**config.mk**
```make
export PLATFORM = sky130hd
export DESIGN_NAME = mips_run_ctrl
export DESIGN_NICKNAME = d
export VERILOG_FILES = /design/src/rtl/mips_run_ctrl.sv
export SDC_FILE = /design/constraint.sdc
export NUM_CORES = 1
export LEC_CHECK = 0
export BUFFER_PORTS_ARGS = -buffer_cell sky130_fd_sc_hd__buf_2
export CORE_ASPECT_RATIO = 0.7
export CORE_MARGIN = 5
export CORE_UTILIZATION = 40
export DETAILED_ROUTE_END_ITERATION = 10
export GPL_TIMING_DRIVEN = 0
export PLACE_DENSITY = 0.77
export SLEW_MARGIN = 30
export SYNTH_ARGS = -nofsm -noshare
export SYNTH_HDL_FRONTEND = slang
export SYNTH_SLANG_ARGS = --single-unit
export TNS_END_PERCENT = 10
```
**constraint.sdc**
```tcl
create_clock -name clock -period 5.3 [get_ports clock]
set_input_delay 1.06 -clock clock [delete_from_list [all_inputs] [get_ports clock]]
set_output_delay 1.06 -clock clock [all_outputs]
set_load 0.03 [all_outputs]
```
**src/rtl/mips_run_ctrl.sv**
```systemverilog
`default_nettype none
// ----------------------------------------------------------------------------
// Module : mips_run_ctrl
// Run/halt/burst-step controller for a MIPS core with debounced buttons and
// PC breakpoints.
// Rev    : 1.0
// ----------------------------------------------------------------------------
module mips_run_ctrl #(
  parameter int PC_W       = 32,
  parameter int NUM_BP     = 2,
  parameter int DEB_CYCLES = 4,
  parameter int BURST_W    = 8,
  parameter int CNT_W      = 32
) (
  input  logic                   clock,
  input  logic                   reset,
  input  logic                   change,
  input  logic                   step,
  input  logic [BURST_W-1:0]     burst_len,
  input  logic [PC_W-1:0]        pc,
  input  logic [NUM_BP*PC_W-1:0] bp_addr,
  input  logic [NUM_BP-1:0]      bp_en,
  output logic                   cpu_en,
  output logic [1:0]             mode,
  output logic [NUM_BP-1:0]      bp_hit,
  output logic [CNT_W-1:0]       instr_count
);

  typedef enum logic [1:0] {
    ST_HALT  = 2'd0,
    ST_RUN   = 2'd1,
    ST_BURST = 2'd2
  } state_t;

  localparam int               DEB_W    = $clog2(DEB_CYCLES + 1);
  localparam logic [DEB_W-1:0] DEB_LAST = DEB_W'(DEB_CYCLES - 1);

  state_t              state_q;
  logic [BURST_W-1:0]  burst_q;
  logic                skip_q;
  logic [NUM_BP-1:0]   bp_hit_q;
  logic [CNT_W-1:0]    count_q;

  logic [1:0]          raw_btn;
  logic [1:0]          btn_p;
  logic                chg_p;
  logic                stp_p;
  logic [NUM_BP-1:0]   bp_match;
  logic                bp_stop;
  logic                active;
  logic [BURST_W-1:0]  burst_ld;

  assign raw_btn = {step, change};

  // Two-flop synchroniser, then a level that only follows the synchronised
  // input once it has differed for DEB_CYCLES samples in a row.
  for (genvar g = 0; g < 2; g++) begin : g_btn
    logic             meta_q;
    logic             sync_q;
    logic             lvl_q;
    logic             lvl_dly_q;
    logic [DEB_W-1:0] deb_q;

    always_ff @(posedge clock) begin
      if (!reset) begin
        meta_q    <= 1'b0;
        sync_q    <= 1'b0;
        lvl_q     <= 1'b0;
        lvl_dly_q <= 1'b0;
        deb_q     <= '0;
      end else begin
        meta_q    <= raw_btn[g];
        sync_q    <= meta_q;
        lvl_dly_q <= lvl_q;
        if (sync_q == lvl_q) begin
          deb_q <= '0;
        end else if (deb_q == DEB_LAST) begin
          lvl_q <= sync_q;
          deb_q <= '0;
        end else begin
          deb_q <= deb_q + DEB_W'(1);
        end
      end
    end

    assign btn_p[g] = lvl_q & ~lvl_dly_q;
  end

  assign chg_p = btn_p[0];
  assign stp_p = btn_p[1];

  always_comb begin
    bp_match = '0;
    for (int i = 0; i < NUM_BP; i++) begin
      bp_match[i] = bp_en[i] && (pc == bp_addr[i*PC_W +: PC_W]);
    end
  end

  // Skip lets the first instruction after a resume run even if it sits on a breakpoint.
  assign bp_stop  = (|bp_match) && !skip_q;
  assign active   = (state_q == ST_RUN) || (state_q == ST_BURST);
  assign cpu_en   = active && !bp_stop;
  assign burst_ld = (burst_len == '0) ? BURST_W'(1) : burst_len;

  always_ff @(posedge clock) begin
    if (!reset) begin
      state_q  <= ST_HALT;
      burst_q  <= '0;
      skip_q   <= 1'b0;
      bp_hit_q <= '0;
      count_q  <= '0;
    end else begin
      if (cpu_en) begin
        count_q <= count_q + CNT_W'(1);
        skip_q  <= 1'b0;
      end
      case (state_q)
        ST_HALT: begin
          if (chg_p) begin
            state_q  <= ST_RUN;
            skip_q   <= 1'b1;
            bp_hit_q <= '0;
          end else if (stp_p) begin
            state_q  <= ST_BURST;
            burst_q  <= burst_ld;
            skip_q   <= 1'b1;
            bp_hit_q <= '0;
          end
        end
        ST_RUN: begin
          if (bp_stop) begin
            bp_hit_q <= bp_hit_q | bp_match;
            state_q  <= ST_HALT;
          end else if (chg_p) begin
            state_q <= ST_HALT;
          end
        end
        ST_BURST: begin
          if (bp_stop) begin
            bp_hit_q <= bp_hit_q | bp_match;
            burst_q  <= '0;
            state_q  <= ST_HALT;
          end else if (chg_p) begin
            burst_q <= '0;
            state_q <= ST_HALT;
          end else if (cpu_en) begin
            burst_q <= burst_q - BURST_W'(1);
            if (burst_q == BURST_W'(1)) begin
              state_q <= ST_HALT;
            end
          end
        end
        default: state_q <= ST_HALT;
      endcase
    end
  end

  assign mode        = state_q;
  assign bp_hit      = bp_hit_q;
  assign instr_count = count_q;

endmodule
`default_nettype wire

```
# Word level (Yosys, flattened, before mapping)

Cells that the tools add are included.

Input port bits: 110
Bits in registers: 59

Bitwise operators: 8
Eq/ne operators: 16
Reductions and logical operators: 20
$add $sub $neg: 4
Muxes and demuxes: 24

Operators with widths:

| operator              | count |
|---|---|
| $eq 32x32->1          | 2 |
| $mux 8                | 6 |
| $add 32x1->32 const B | 1 |
| $mux 2                | 11 |
| $pmux 8 s2            | 1 |
| $eq 8x1->1 const B    | 1 |
| $logic_not 8->1       | 1 |
| $reduce_and 4->1      | 2 |
| $sub 8x1->8 const B   | 1 |
| $add 3x1->3 const B   | 2 |
| $eq 3x2->1 const B    | 2 |
| $ne 3x3->1 const B    | 2 |
| $pmux 2 s3            | 1 |
| $reduce_or 3->1       | 2 |
| $not 1->1             | 5 |
| $logic_and 1x1->1     | 4 |
| $mux 1                | 4 |
| $ne 2x2->1 const B    | 2 |
| $ne 4x3->1 const B    | 1 |
| $ne 4x4->1 const B    | 1 |
| $pmux 2 s2            | 1 |
| $reduce_and 2->1      | 2 |
| $reduce_bool 2->1     | 2 |
| $reduce_or 2->1       | 2 |
| other kinds (10)      | 13 |

# Depth between registers and ports, before layout

Gate-level depths: netlist (run 1).

Depth after elaboration: 10
Mapped depth: 9
Gate-level depth less buffers: 8

# Least setup slack after synthesis (run 1)

Ideal clock, no wire load.

Path kind: input to output
From: input pc[11]
To: output cpu_en
Stages on the path: 7
Data arrival time: 2.217 ns
Path buffers: 1
Setup slack: 2.023 ns
Cells stage by stage: xnor2_1 > nand4_1 > nor4_2 > nand3_1 > nand3_2 > buf_6 > inv_1

Longest elaborated chain between the ends: 6
Elaborated cells on any way between the ends: 8
Those cells by class: eq/ne: 2; reduce/logical: 6

Ends and longest elaborated chain:

| item                | line | source |
|---|---|---|
| from (decl)         | 20   | `input logic [PC_W-1:0] pc,` |
| $eq 32x32->1        | 95   | `bp_match[i] = bp_en[i] && (pc == bp_addr[i*PC_W +: PC_W]);` |
| $logic_and 1x1->1   | 95   |  |
| $reduce_or 2->1 *   | 100  | `assign bp_stop = (\|bp_match) && !skip_q;` |
| $logic_and 1x1->1 * | 100  |  |
| $logic_not 1->1 *   | 102  | `assign cpu_en = active && !bp_stop;` |
| $logic_and 1x1->1 * | 102  |  |
| to (decl)           | 23   | `output logic cpu_en,` |

Every way passes the cells marked *; elsewhere a longest branch is shown, timed or not.

# Worst setup path in the final report (run 1)

From: input pc[9]
To: output cpu_en

Same word-level chain as after synthesis.

==> run metrics, run 1 <==
worst hold start=g_btn[1].deb_q[0]; antenna diode count=0; P&R area growth vs syn=31.1%; die area=0.0116 mm2; initial antenna violation count=0; vias in the first global route=4,026; clock sinks=59; Synthesized Nets=561; Post-CTS Hold Fix Bufs=0; WL final=12.2 mm; Cell variety after synth=56; root buf cell=clkbuf_16; Slew Viols, Final=0; Core Region=0.00918 mm2; share of layout cells above drive strength 1=0.302; Ports=147; Post-CTS Setup Inserts=0; register area share after synthesis=0.311; routed via count=3,977; CTS tree=built; antenna-violating nets left=0; Setup CP Type=in -> out; Via density=5.48; commonest non-fill, non-tap cell in the layout=buf_2; Cells after Synth=441; H-Tree Depth=3; Fillers=854; die width=126 um; EDFF count, synth=0; placement row count=29; Multi-input gate area=0.00243 mm2; initial core utilization=0.414; CTS buffer count=9; outcome=completed; fmax=255 MHz; Post-layout nets=718; Clock Tree Buf Depth=2; Final TNS setup=0 ns; TritonRoute pass-1 iters=5; crit path capture type=output pin; Worst Reg2Reg Path Length in Cells=5; crit path launch type=primary input; Final Power=1160 uW; Synth area leader=dfxtp_1; Final GP Congestion=0.903; R2R Setup Slk=2.83 ns; reg-to-reg startpoint=instr_count[1]; Clock Skew=0.00715 ns; Worst Hold End=g_btn[1].deb_q[0]; first-pass GRT wire length=19.6 mm; Reg clk slew, reported paths=0.05 ns; Final Util=0.542; worst-margin pin slew=0.598 ns; Finished Cell Area=0.00498 mm2; syn avg cell area=8.61 um2; wire per inst=16.8 um; period utilization=0.739; Cell Area, Synth=0.00380 mm2; Syn. warnings=0; DRC Markers=0; largest net degree at the start of global routing=11; Critical Path Fanout Max=10; Post-CTS Resized=0; Cells on Worst Hold Path=1; Synth Register Bits=59; final hold violation count=0; share of the synthesized area in the top cell type=0.311; Storage cell area=0.00118 mm2; grt total ovfl=0; Placed Area=0.00468 mm2; setup violators final=0; Slew headroom=0.598; Worst Path Arrival=2.86 ns; min-delay worst type=reg -> reg; Critical Path RT=4.24 ns; FF-to-FF End=instr_count[10]; pwr dens=234 mW/mm2; maximum vdd drop=0.000142 V; min Tclk post-route=3.92 ns; Iteration-0 DRC Markers=336; max capacitance violation total=0; Final HPWL DP=9.62 mm; Leakage=0.00198 uW; synth top area cells=dfxtp_1, xnor2_1, nand2_1; total track usage=0.208; most frequent cells in the layout=buf_2, xnor2_1, dfxtp_1, nand2_1, nand3_1; ys async rst share=0; IO Port Bufs=146; die height=91.5 um; worst skew pair latency=0.34 ns; RSZ-0062 raised after global routing=false; hold slack=0.418 ns; Post-synth top flop=dfxtp_1
==> critical path, cell delays in order <==
cell     delay (ns)
buf_2          0.12
xnor2_1        0.19
nand4_1        0.15
nor4_2         0.44
nand3_1        0.20
nand3_2        0.22
buf_6          0.19
inv_1          0.09
buf_2          0.19
==> per-stage QoR <==
step,setup slack (ns),cells
6_report,1.38,726
3_5_place_dp,1.41,711
2_1_floorplan,2.02,441
5_1_grt,1.23,726
4_1_cts,1.39,726
3_3_place_gp,1.45,711
==> layer usage <==
metal	track usage	wire length [um]	up-vias	part of all wire
met5	0	0	-	0
met4	0.0571	226	0	0.018
met3	0.0669	862	27	0.071
met2	0.331	5630	155	0.46
met1	0.273	5500	1859	0.45
li1	-	-	1936	-
==> area by class of cell <==
| cell class | count | area share |
|---|---|---|
| Timing Repair Buffer | 146 | 0.147 |
| Tap cell | 124 | 0.0312 |
| Multi-Input combinational cell | 342 | 0.488 |
| Inverter | 21 | 0.0158 |
| Buffer | 19 | 0.0214 |
| Sequential cell | 59 | 0.237 |
| Clock buffer | 13 | 0.0523 |
| Clock inverter | 2 | 0.00704 |
==> Yosys cell counts, types with 6 or more instances <==
| cell | n |
|---|---|
| nor2_1 | 13 |
| nand3_1 | 22 |
| or4_1 | 11 |
| clkbuf_1 | 12 |
| nand4_1 | 16 |
| dfxtp_1 | 59 |
| xnor2_1 | 66 |
| ha_1 | 10 |
| o21ai_0 | 10 |
| nand2b_1 | 17 |
| and2_1 | 7 |
| mux2i_1 | 9 |
| o41ai_1 | 10 |
| nand2_1 | 36 |
| o311ai_0 | 6 |
| a21oi_1 | 18 |
| o31ai_1 | 7 |
| inv_1 | 20 |
| nor4_1 | 8 |
| nor3_1 | 10 |
==> cells by family after synthesis <==
logic type / count (synthesis) / synth area share
fa+ha+maj: 10 / 0.0329
mux: 9 / 0.0237
flops: 59 / 0.311
buf+inv: 40 / 0.0487
simple gates: 170 / 0.261
xor+xnor: 71 / 0.164
compound gates: 82 / 0.159
==> report_power, final <==
part,switching [uW],internal [uW]
Sequential,0.988,446
Combinational,61.7,68.3
Clock,201,386
Total,264,900
==> worst max-delay path by stage <==
stage	startpoint	endpoint	slack, ns	cells past startpoint
6_report	pc[9]	cpu_en	1.38	9
5_1_grt	pc[9]	cpu_en	1.23	9
4_1_cts	pc[29]	cpu_en	1.39	9
3_5_place_dp	pc[29]	cpu_en	1.41	9
3_3_place_gp	bp_addr[7]	cpu_en	1.45	9
2_1_floorplan	pc[11]	cpu_en	2.02	7
==> state kept, by name, indices dropped and copies added, names as in the netlist <==
register and count:
g_btn.sync_q 2, burst_q 8, mode 2, skip_q 1, g_btn.lvl_dly_q 2, g_btn.meta_q 2, instr_count 32, g_btn.deb_q 6
g_btn.lvl_q 2, bp_hit 2
Note: power is estimated with default switching activity, not from simulation.
==> run 2, diff against run 1 <==
--- a/config.mk
+++ b/config.mk
@@ -5,13 +5,14 @@
 export SDC_FILE = /design/constraint.sdc
 export NUM_CORES = 1
 export LEC_CHECK = 0
+export ABC_AREA = 1
 export BUFFER_PORTS_ARGS = -buffer_cell sky130_fd_sc_hd__buf_2
 export CORE_ASPECT_RATIO = 0.7
 export CORE_MARGIN = 5
 export CORE_UTILIZATION = 40
 export DETAILED_ROUTE_END_ITERATION = 10
 export GPL_TIMING_DRIVEN = 0
-export PLACE_DENSITY = 0.77
+export PLACE_DENSITY = 0.75
 export SLEW_MARGIN = 30
 export SYNTH_ARGS = -nofsm -noshare
 export SYNTH_HDL_FRONTEND = slang
==> constraint.sdc (replaced) <==
create_clock -name clock -period 3.8 [get_ports clock]
set_input_delay 0.76 -clock clock [delete_from_list [all_inputs] [get_ports clock]]
set_output_delay 0.76 -clock clock [all_outputs]
set_load 0.03 [all_outputs]
==> run 2 against run 1 <==
Effect of this change: clock skew shrank 0.0018 ns; hold slack worse by 0.00095 ns; critical path depth up 5; synthesized cell count is 63% higher; combinational power rose to 7.8 times the previous value; area after synthesis is 14% higher; cell count grew 40%; clock power grew 31%; setup slack lost 0.58 ns; register-to-register slack lost 1.1 ns; largest power group is now combinational cells.
==> run metrics, run 2 <==
outcome=completed; pwr dens=446 mW/mm2 (+91%); Clock power frac=0.312 (-0.192); EDFF count, synth=0 (unchanged); Critical Path Fanout Max=10 (unchanged); Core Region=0.0105 mm2 (+14%); Seq pwr share=0.279 (-0.105); Fillers=1,083 (+27%); initial core utilization=0.414 (about the same); share of the synthesized area in the top cell type=0.272 (-0.0386); IO Port Bufs=146 (unchanged); CTS tree=built; Leakage=0.00277 uW (+40%); TritonRoute pass-1 iters=5 (unchanged); worst skew pair latency=0.33 ns (about the same); Worst Hold End=g_btn[1].sync_q; met3 routed WL=1.06 mm (+23%); period utilization=0.789; Worst Path Arrival=2.24 ns (-0.62 ns); Iteration-0 DRC Markers=373 (+11%); Worst Reg2Reg Path Length in Cells=10 (+5); DRC Markers=0 (unchanged); initial antenna violation count=1 (+1); Post-layout nets=996 (+39%); first-pass GRT wire length=19.6 mm (+0.17%); max capacitance violation total=0 (unchanged); fin worst setup slack=0.803 ns (-0.579 ns); R2R Setup Slk=1.74 ns (-1.09 ns); setup violators final=0 (unchanged); Clock Tree Buf Depth=2 (unchanged); antenna-violating nets left=0 (unchanged); min-delay worst type=reg -> reg; root buf cell=clkbuf_16; Syn. warnings=0 (unchanged); reg-to-reg startpoint=instr_count[3]; share of layout cells above drive strength 1=0.218 (-0.0844); P&R area growth vs syn=27.4%; Synth area leader=dfxtp_1; syn avg cell area=6.03 um2 (-30%); wire per inst=11.8 um (-30%); WL final=12.0 mm (-1.9%); Slew Viols, Final=0 (unchanged); Post-synth top flop=dfxtp_1; Post-CTS Hold Fix Bufs=0 (unchanged); grt total ovfl=0 (unchanged); largest net degree at the start of global routing=12 (+1); Cells after Synth=719 (+63%); P_int=1480 uW (+64%); switching pwr=985 uW (+270%); Post-CTS Setup Inserts=0 (unchanged); min Tclk post-route=3.00 ns; commonest non-fill, non-tap cell in the layout=nand2_1; clock sinks=59 (unchanged); worst-margin pin slew=0.560 ns (-0.0379 ns); Final HPWL DP=9.82 mm (+2.1%); maximum vdd drop=0.000224 V (+57%); Post-CTS Resized=0 (unchanged); Cell variety after synth=37 (-34%); placement row count=31 (+6.9%); register area share after synthesis=0.272 (-0.0386); Final GP Congestion=0.970 (+7.4%); Setup CP Type=in -> out; FF-to-FF End=instr_count[31]; crit path capture type=output pin; WL met1=5.41 mm (-1.7%); Switching Share=0.400 (+0.173); fmax=334 MHz; routed via count=4,793 (+21%); vias in the first global route=4,279 (+6.3%); H-Tree Depth=3 (unchanged); RSZ-0062 raised after global routing=false; most frequent cell after synthesis=nand2_1; Logic pwr share=0.408 (+0.296); Critical Path RT=3.04 ns (-1.20 ns); pre-CTS WS=0.812 ns (-0.595 ns); Synthesized Nets=839 (+50%); Final TNS setup=0 ns (unchanged); hold slack=0.417 ns (-0.000947 ns); top sig layer=met4; Multi-input gate area=0.00267 mm2 (+9.6%); Via density=4.73 (-14%); Reg clk slew, reported paths=0.05 ns (about the same); Cells on Worst Hold Path=2 (+1); Storage cell area=0.00118 mm2 (unchanged); synth top area cells=dfxtp_1, nand2_1, inv_1; most frequent cells in the layout=nand2_1, buf_2, inv_1, nor2_1, dfxtp_1; Clock Skew=0.00536 ns (-0.00179 ns); crit path launch type=primary input; die width=134 um (+6.3%); CTS buffer count=9 (unchanged); Slew headroom=0.623 (+0.0255); final hold violation count=0 (unchanged); worst hold start=g_btn[1].meta_q; Ports=147 (unchanged); ys async rst share=0 (unchanged); Synth top cells by count=nand2_1, inv_1, nor2_1, dfxtp_1, a21oi_1; die area=0.0131 mm2 (+13%); Largest register FFs=32 (unchanged); Synth Register Bits=59 (unchanged); Cell Area, Synth=0.00434 mm2 (+14%); total track usage=0.179 (-0.0294); die height=97.1 um (+6.1%); Met2 Routed Length=5.36 mm (-4.8%)
## run 2: cell types whose count changed in the layout (fill, tap and decap cells not counted), sizes merged, moves of 11 or more
cell	change
nor2	+76
xor2	+26
xnor2	-43
or4	-11
nand2	+208
inv	+90
o21ai	+16
a21oi	+18
nand2b	-17
## run 2: worst max path at each step
| stage | startpoint | cells past startpoint | endpoint | slack [ns] |
|---|---|---|---|---|
| floorplan | pc[11] | 8 | cpu_en | 1.29 |
| global placement | pc[29] | 12 | cpu_en | 0.80 |
| detailed placement | pc[21] | 14 | cpu_en | 0.81 |
| CTS | pc[21] | 14 | cpu_en | 0.80 |
| global route | pc[23] | 14 | cpu_en | 0.63 |
| finish | pc[25] | 14 | cpu_en | 0.80 |
## run 2: logic make-up after synthesis
logic type	count (synthesis)	share of synthesized area
and+or+nand+nor	401	0.389
buffers and inverters	124	0.113
AOI/OAI and AO/OA	71	0.0874
DFF	59	0.272
xor gates and xnor gates	54	0.109
adders and majority gates	10	0.0289
## run 2: area by class of cell
type | instances | area share
inverters | 111 | 0.0754
diodes | 1 | 0.000453
clock buffers | 11 | 0.0458
repair buffers | 146 | 0.132
flip-flops and latches | 59 | 0.214
plain buffers | 13 | 0.0134
well taps | 132 | 0.0299
clock inverters | 5 | 0.00657
multi-input cells | 536 | 0.482
## run 2: stage by stage
step,util,area (um2),instances,total power [uW]
6_report,0.527,5520,1014,2460
2_1_floorplan,-,4340,719,1430
5_1_grt,0.527,5520,1014,2630
3_3_place_gp,0.500,5230,997,1690
4_1_cts,0.527,5520,1013,2470
3_5_place_dp,0.500,5230,997,1700
## run 2: worst max-delay path, cell delays in order
cell and delay [ns]:
buf_2 0.11, inv_1 0.07, nand2_1 0.05, nand2_1 0.07
inv_2 0.03, nand2_1 0.05, nor2_1 0.04, nand2_1 0.06
nor2_2 0.05, nand3_2 0.08, nand2_2 0.08, a21oi_2 0.27
buf_2 0.29, buf_2 0.24
## run 2: power groups by stage
stage	Clock, uW	Combinational [uW]	Sequential, uW
after detailed placement	0	997	701
after global placement	0	992	701
after CTS	780	1000	688
final	769	1010	689
after floorplan	0	693	733
after global routing	812	1120	693
## run 2: layer usage
| layer | GRT usage | vias up |
|---|---|---|
| met1 | 0.242 | 2062 |
| li1 | - | 2554 |
| met2 | 0.285 | 162 |
| met4 | 0.0376 | 0 |
| met3 | 0.0497 | 15 |
| met5 | 0 | - |
